`config.mk`:
```
export PLATFORM = sky130hd
export DESIGN_NAME = lsu_align
export DESIGN_NICKNAME = d
export VERILOG_FILES = /design/src/rtl/lsu_align_pkg.sv /design/src/rtl/lsu_lane.sv /design/src/rtl/lsu_align.sv
export SDC_FILE = /design/constraint.sdc
export NUM_CORES = 1
export LEC_CHECK = 0
export ABC_CLOCK_PERIOD_IN_PS = 5400
export CAP_MARGIN = 30
export CORE_MARGIN = 4
export CORE_UTILIZATION = 55
export DETAILED_ROUTE_END_ITERATION = 10
export PLACE_DENSITY = 0.79
export SLEW_MARGIN = 25
export SYNTH_ARGS = -nofsm -noshare
export SYNTH_HDL_FRONTEND = slang
export SYNTH_HIERARCHICAL = 1
export SYNTH_SLANG_ARGS = --single-unit
```
`constraint.sdc`:
```
create_clock -name clk -period 5.4 [get_ports clk]
set_input_delay 0.81 -clock clk [delete_from_list [all_inputs] [get_ports clk]]
set_output_delay 0.81 -clock clk [all_outputs]
set_load 0.005 [all_outputs]
```
`src/rtl/lsu_align_pkg.sv`:
```
// Shared types and helpers for the load/store alignment unit: access sizes,
// byte strobes, FSM states, and the load lane-extract / extend functions.
package lsu_align_pkg;

  typedef enum logic [1:0] {
    MSIZE1 = 2'd0,
    MSIZE2 = 2'd1,
    MSIZE4 = 2'd2,
    MSIZE8 = 2'd3
  } msize_t;

  // Widest strobe the unit ever drives (DATA_W = 64 -> 8 byte lanes).
  typedef logic [7:0] strobe_t;

  typedef enum logic [1:0] {
    ST_IDLE  = 2'd0,
    ST_BEAT0 = 2'd1,
    ST_BEAT1 = 2'd2,
    ST_RESP  = 2'd3
  } lsu_state_t;

  // Number of bytes moved by an access of the given size.
  function automatic logic [3:0] msize_bytes(input msize_t m);
    case (m)
      MSIZE1:  return 4'd1;
      MSIZE2:  return 4'd2;
      MSIZE4:  return 4'd4;
      default: return 4'd8;
    endcase
  endfunction

  // Pull the access bytes out of the holding register, starting at byte off.
  function automatic logic [63:0] lane_extract(input logic [127:0] hold,
                                               input logic [3:0]   off);
    return 64'(hold >> {off, 3'b000});
  endfunction

  // Zero- or sign-extend the low n bytes of raw to 64 bits.
  function automatic logic [63:0] extend_load(input logic [63:0] raw,
                                              input msize_t      m,
                                              input logic        uns);
    case (m)
      MSIZE1:  return uns ? {56'h0, raw[7:0]}  : {{56{raw[7]}},  raw[7:0]};
      MSIZE2:  return uns ? {48'h0, raw[15:0]} : {{48{raw[15]}}, raw[15:0]};
      MSIZE4:  return uns ? {32'h0, raw[31:0]} : {{32{raw[31]}}, raw[31:0]};
      default: return raw;
    endcase
  endfunction

endpackage

```
`src/rtl/lsu_lane.sv`:
```
// Byte-lane generator for one bus beat: produces the byte strobe and the
// lane-positioned store data for either the first or the second beat.
module lsu_lane
  import lsu_align_pkg::*;
#(
  parameter int DATA_W = 64
) (
  input  logic [3:0]          off_i,
  input  logic [3:0]          nbytes_i,
  input  logic                beat1_i,
  input  logic [63:0]         wdata_i,
  output logic [DATA_W/8-1:0] strobe_o,
  output logic [DATA_W-1:0]   data_o
);

  localparam int B = DATA_W / 8;

  logic [15:0] span_s;
  logic [4:0]  rem_s;
  logic [6:0]  lsh_s;
  logic [6:0]  rsh_s;
  strobe_t     lanes_s;

  // First beat covers bytes off..B-1; second beat picks up the spill into the next word.
  always_comb begin
    rem_s = {1'b0, off_i} + {1'b0, nbytes_i} - 5'(B);
    lsh_s = {off_i, 3'b000};
    rsh_s = {(4'(B) - off_i), 3'b000};
    if (!beat1_i) begin
      span_s = ((16'h1 << nbytes_i) - 16'h1) << off_i;
      data_o = DATA_W'({64'h0, wdata_i} << lsh_s);
    end else begin
      span_s = (16'h1 << rem_s) - 16'h1;
      data_o = DATA_W'(wdata_i >> rsh_s);
    end
    lanes_s  = strobe_t'(span_s);
    strobe_o = B'(lanes_s);
  end

endmodule

```
`src/rtl/lsu_align.sv`:
```
// Load/store alignment unit: converts a core access of 1/2/4/8 bytes into one
// or two aligned bus beats, and assembles/extends the load result.
module lsu_align
  import lsu_align_pkg::*;
#(
  parameter int DATA_W         = 64,
  parameter int ALLOW_MISALIGN = 1
) (
  input  logic                clk,
  input  logic                resetn,
  input  logic                req_valid,
  output logic                req_ready,
  input  logic                req_write,
  input  logic [63:0]         req_addr,
  input  msize_t              req_msize,
  input  logic                req_unsigned,
  input  logic [63:0]         req_wdata,
  output logic                resp_valid,
  output logic [63:0]         resp_rdata,
  output logic                resp_err,
  output logic                dreq_valid,
  output logic [63:0]         dreq_addr,
  output msize_t              dreq_size,
  output logic [DATA_W/8-1:0] dreq_strobe,
  output logic [DATA_W-1:0]   dreq_data,
  input  logic                dresp_data_ok,
  input  logic [DATA_W-1:0]   dresp_data
);

  localparam int B    = DATA_W / 8;
  localparam int OFFW = $clog2(B);

  lsu_state_t          state_q;
  logic                ready_q;
  logic                write_q;
  logic [63:0]         addr_q;
  msize_t              msize_q;
  logic                uns_q;
  logic [63:0]         wdata_q;
  logic                cross_q;
  logic [2*DATA_W-1:0] hold_q;
  logic                resp_valid_q;
  logic [63:0]         resp_rdata_q;
  logic                resp_err_q;
  logic                dreq_valid_q;
  logic [63:0]         dreq_addr_q;
  msize_t              dreq_size_q;
  logic [B-1:0]        dreq_strobe_q;
  logic [DATA_W-1:0]   dreq_data_q;

  logic [3:0]          req_off_s;
  logic [3:0]          req_n_s;
  logic                req_cross_s;
  logic [3:0]          cap_off_s;
  logic [3:0]          cap_n_s;
  logic [63:0]         beat1_addr_s;
  logic [B-1:0]        l0_strobe_s;
  logic [DATA_W-1:0]   l0_data_s;
  logic [B-1:0]        l1_strobe_s;
  logic [DATA_W-1:0]   l1_data_s;
  logic [2*DATA_W-1:0] hold_d;
  logic [63:0]         rdata_d;

  assign req_off_s    = 4'(req_addr[OFFW-1:0]);
  assign req_n_s      = msize_bytes(req_msize);
  assign req_cross_s  = ({1'b0, req_off_s} + {1'b0, req_n_s}) > 5'(B);
  assign cap_off_s    = 4'(addr_q[OFFW-1:0]);
  assign cap_n_s      = msize_bytes(msize_q);
  assign beat1_addr_s = (addr_q & ~64'(B - 1)) + 64'(B);

  // First-beat lanes come straight from the request so they can be registered at capture.
  lsu_lane #(.DATA_W(DATA_W)) u_lane0 (
    .off_i    (req_off_s),
    .nbytes_i (req_n_s),
    .beat1_i  (1'b0),
    .wdata_i  (req_wdata),
    .strobe_o (l0_strobe_s),
    .data_o   (l0_data_s)
  );

  lsu_lane #(.DATA_W(DATA_W)) u_lane1 (
    .off_i    (cap_off_s),
    .nbytes_i (cap_n_s),
    .beat1_i  (1'b1),
    .wdata_i  (wdata_q),
    .strobe_o (l1_strobe_s),
    .data_o   (l1_data_s)
  );

  // Merge the beat currently completing into the holding register and extend the result.
  always_comb begin
    hold_d = hold_q;
    if (state_q == ST_BEAT0) begin
      hold_d[DATA_W-1:0] = dresp_data;
    end else if (state_q == ST_BEAT1) begin
      hold_d[2*DATA_W-1:DATA_W] = dresp_data;
    end else begin
      hold_d = hold_q;
    end
    rdata_d = extend_load(lane_extract(128'(hold_d), cap_off_s), msize_q, uns_q);
  end

  // Transaction FSM with all handshake and bus outputs registered.
  always_ff @(posedge clk or negedge resetn) begin
    if (!resetn) begin
      state_q       <= ST_IDLE;
      ready_q       <= 1'b1;
      write_q       <= 1'b0;
      addr_q        <= 64'h0;
      msize_q       <= MSIZE1;
      uns_q         <= 1'b0;
      wdata_q       <= 64'h0;
      cross_q       <= 1'b0;
      hold_q        <= '0;
      resp_valid_q  <= 1'b0;
      resp_rdata_q  <= 64'h0;
      resp_err_q    <= 1'b0;
      dreq_valid_q  <= 1'b0;
      dreq_addr_q   <= 64'h0;
      dreq_size_q   <= MSIZE1;
      dreq_strobe_q <= '0;
      dreq_data_q   <= '0;
    end else begin
      case (state_q)
        ST_IDLE: begin
          if (req_valid) begin
            ready_q <= 1'b0;
            write_q <= req_write;
            addr_q  <= req_addr;
            msize_q <= req_msize;
            uns_q   <= req_unsigned;
            wdata_q <= req_wdata;
            cross_q <= req_cross_s;
            hold_q  <= '0;
            if (req_cross_s && (ALLOW_MISALIGN == 0)) begin
              state_q      <= ST_RESP;
              resp_valid_q <= 1'b1;
              resp_err_q   <= 1'b1;
              resp_rdata_q <= 64'h0;
            end else begin
              state_q       <= ST_BEAT0;
              dreq_valid_q  <= 1'b1;
              dreq_addr_q   <= req_addr;
              dreq_size_q   <= req_msize;
              dreq_strobe_q <= l0_strobe_s;
              dreq_data_q   <= req_write ? l0_data_s : '0;
            end
          end
        end
        ST_BEAT0: begin
          if (dresp_data_ok) begin
            hold_q <= hold_d;
            if (cross_q) begin
              state_q       <= ST_BEAT1;
              dreq_addr_q   <= beat1_addr_s;
              dreq_strobe_q <= l1_strobe_s;
              dreq_data_q   <= write_q ? l1_data_s : '0;
            end else begin
              state_q       <= ST_RESP;
              dreq_valid_q  <= 1'b0;
              dreq_addr_q   <= 64'h0;
              dreq_strobe_q <= '0;
              dreq_data_q   <= '0;
              resp_valid_q  <= 1'b1;
              resp_err_q    <= 1'b0;
              resp_rdata_q  <= write_q ? 64'h0 : rdata_d;
            end
          end
        end
        ST_BEAT1: begin
          if (dresp_data_ok) begin
            hold_q        <= hold_d;
            state_q       <= ST_RESP;
            dreq_valid_q  <= 1'b0;
            dreq_addr_q   <= 64'h0;
            dreq_strobe_q <= '0;
            dreq_data_q   <= '0;
            resp_valid_q  <= 1'b1;
            resp_err_q    <= 1'b0;
            resp_rdata_q  <= write_q ? 64'h0 : rdata_d;
          end
        end
        ST_RESP: begin
          state_q      <= ST_IDLE;
          ready_q      <= 1'b1;
          resp_valid_q <= 1'b0;
          resp_err_q   <= 1'b0;
          resp_rdata_q <= 64'h0;
        end
        default: begin
          state_q      <= ST_IDLE;
          ready_q      <= 1'b1;
          resp_valid_q <= 1'b0;
          dreq_valid_q <= 1'b0;
        end
      endcase
    end
  end

  assign req_ready   = ready_q;
  assign resp_valid  = resp_valid_q;
  assign resp_rdata  = resp_rdata_q;
  assign resp_err    = resp_err_q;
  assign dreq_valid  = dreq_valid_q;
  assign dreq_addr   = dreq_addr_q;
  assign dreq_size   = dreq_size_q;
  assign dreq_strobe = dreq_strobe_q;
  assign dreq_data   = dreq_data_q;

endmodule

```
==> impl_metrics.toml <==
[clock_tree]
cts_tree = "built"
h-tree-depth = 2
clock_sinks = 458
clk_latency_ns = 0.63
cts_setup_buffers = 0
clk_root_buffer_cell = "clkbuf_16"
cts_buffer_depth = 3
cts_resized = 0
cts-hold-fix-buffers = 0
clk_pin_slew_ns = 0.06
cts_made_buffers = 52

[detailed_routing]
wl_per_cell_um = 27.6
vias_per_cell = 7.03
first_pass_iters = 7
drtIter0Drc = 5189
vias = 32400
drtAntennaViolNets = 0
wl_mm = 127
drc = 0

[sta]
grt_setup_unrepaired = "no"
fin_skew_ns = 0.0293
slew_viol_final = 46
min_period_ns = 4.61
holdWs_ns = 0.183
relSlewSlack_pct = -131
post-route-period-util_pct = 85.4
finalWorstSetupSlack_ns = 0.787
tightest_slew_ns = 3.45
max_freq_ghz = 0.217
setup_viol = 0
tns_ns = 0
hold_viol = 0

[setup_path]
cp-start-kind = "flop"
critical_path_class = "flop to flop"
cp-end-kind = "flop"
startpoint = "dreq_size[1]"
rr_startpoint = "dreq_size[1]"
regToRegSetupSlack_ns = 0.79
timing.rr.end = "dreq_strobe[6]"
cp.required_ns = 5.90
crit_arrival_ns = 5.12
crit_fanout = 14
r2r_cells = 16

[power_and_ir_drop]
p_per_area_mw_per_mm2 = 645
p_sw_share_pct = 46.4
internal-power_mw = 13.8
p_clk_share_pct = 14.2
pwr-share-comb_pct = 60.1
switchingPower_mw = 11.9
p_leak_nw = 16.3
worst_ir_drop_vdd_v = 0.000678
p_seq_share_pct = 25.7

[floorplanning]
row_count = 90
start_util_pct = 55.8
die_x_um = 256
dieArea_mm2 = 0.0655
io_pins = 406
core_area_mm2 = 0.0606
die_h_um = 256

[global_route]
grt_pass1_wl_mm = 192
first_global_vias = 30600
globalRouteOverflowTotal = 0
grt_usage_pct = 37.3
grt_max_degree = 163
antenna_found_initial = 9

[synth]
syn_avg_cell_area_um2 = 9.44
synth_warnings = 6
async_flop_share_pct = 100
synth.distinct_cells = 79
syn_inst = 3577
synth_ff_type = "dfrtp_1"
ys_ff_latch = 458
synth_top_area_share_pct = 33.9
yosys-top-cells-area = "dfrtp_1, mux4_2, mux2_2, nand2_1, mux2i_1"
syn_area_mm2 = 0.0338
synth-edff-count = 0
yosysTopAreaCell = "dfrtp_1"
ys_seq_area_share_pct = 33.9

[finish]
final_area_mm2 = 0.0398
final_common_cell = "nand2_1"
finish.utilization_pct = 65.7
num-nets-final = 4013
final_cell_mix = "nand2_1, dfrtp_1, clkdlybuf4s50_1, nor2_1, o21ai_0"
syn2layout_area_growth_pct = 17.8
layout-drive-gt1-share_pct = 15.5

[placement]
pre_cts_ws_ns = 0.823
dp_hpwl_mm = 87.6
portBuffers = 404
place.gp.congestion = 1.02
dpl-instance-area_mm2 = 0.0380

[run]
drv_cap = 0

[worst_hold_path]
worst_hold_path_type = "input port to async pin"

[outcome]
violations = "max-slew violations"
status = "finished with violations"
power groups by stage:
| stage | Combinational [mW] | Clock, mW | Sequential [mW] |
|---|---|---|---|
| 2_1_floorplan | 10.2 | 0 | 6.01 |
| 3_3_place_gp | 14.6 | 0 | 6.51 |
| 3_5_place_dp | 14.8 | 0 | 6.56 |
| 4_1_cts | 14.9 | 3.67 | 6.52 |
| 5_1_grt | 16.4 | 3.81 | 6.76 |
| 6_report | 15.4 | 3.65 | 6.60 |
worst max-delay path by stage:
stage	to	slack (ns)
final	dreq_strobe[6]	0.79
after global routing	dreq_strobe[6]	0.36
after CTS	dreq_strobe[6]	0.81
after detailed placement	dreq_strobe[6]	0.82
after global placement	dreq_strobe[6]	0.91
after floorplan	dreq_strobe[6]	1.42
synth_stat cells, drive strengths merged (20+ instances only):
| cell | count |
|---|---|
| a211oi | 34 |
| a21oi | 144 |
| a221o | 58 |
| a221oi | 91 |
| a22oi | 57 |
| a2bb2oi | 20 |
| and2 | 35 |
| and3 | 31 |
| buf | 138 |
| clkbuf | 196 |
| dfrtp | 457 |
| ha | 28 |
| inv | 40 |
| mux2 | 223 |
| mux2i | 185 |
| mux4 | 170 |
| nand2 | 502 |
| nand2b | 27 |
| nand3 | 155 |
| nor2 | 304 |
| nor2b | 26 |
| nor3 | 43 |
| o21ai | 244 |
| o221ai | 20 |
| o22ai | 72 |
| xnor2 | 25 |
| xor2 | 39 |
per-layer routing:
| metal | global-route usage (%) | wire length [um] | up-vias |
|---|---|---|---|
| met5 | 0.0731 | 13 | - |
| met1 | 50.1 | 47200 | 15600 |
| met2 | 55.7 | 56200 | 2491 |
| met4 | 20.0 | 8210 | 2 |
| met3 | 9.85 | 15500 | 497 |
| li1 | - | - | 13800 |
worst max-delay path, cell delays in order, from the launching register on:
cell      delay (ns)
dfrtp_1         0.59
nor2b_1         0.74
ha_1            0.39
ha_1            0.28
a21oi_1         0.18
nor3_1          0.10
nor4_2          0.56
nand2_1         0.17
or3_1           0.34
ha_1            0.28
xnor2_1         0.15
nand2_1         0.06
o21ai_0         0.07
o22ai_1         0.15
o211ai_1        0.10
a221oi_1        0.27
nor2_1          0.06
stage by stage:
| step | total power [mW] | cells |
|---|---|---|
| 2_1_floorplan | 16.2 | 3584 |
| 3_3_place_gp | 21.1 | 4507 |
| 3_5_place_dp | 21.4 | 4509 |
| 4_1_cts | 25.1 | 4602 |
| 5_1_grt | 26.9 | 4611 |
| 6_report | 25.7 | 4611 |
cell families (layout without fill, tap and decap cells):
group / after synthesis / in the layout / synth area share (%)
xor+xnor: 64 / 64 / 1.66
mux: 578 / 578 / 24.2
flops: 458 / 458 / 33.9
other cells: 2 / 17 / 0.0222
simple gates: 1210 / 1210 / 16.4
buf+inv: 374 / 611 / 5.11
compound gates: 859 / 859 / 17.4
fa+ha+maj: 32 / 32 / 1.24
flip-flops by register name, indices dropped and copies added (netlist names):
register / cells
dreq_data: 64
hold_q: 120
addr_q: 64
cross_q: 1
dreq_size: 2
wdata_q: 64
resp_valid: 1
uns_q: 1
write_q: 1
dreq_valid: 1
state_q: 2
dreq_addr: 64
resp_rdata: 64
dreq_strobe: 8
req_ready: 1
final cells by class:
class / count / area (um2)
clock inverter: 22 / 249
multi-input combinational: 2752 / 20800
fill: 4846 / 20800
inverter: 40 / 150
timing repair buffer: 478 / 4690
tap: 782 / 978
clock buffer: 71 / 1460
sequential: 458 / 11500
antenna: 8 / 20.0
(Power assumes the default switching activity.)
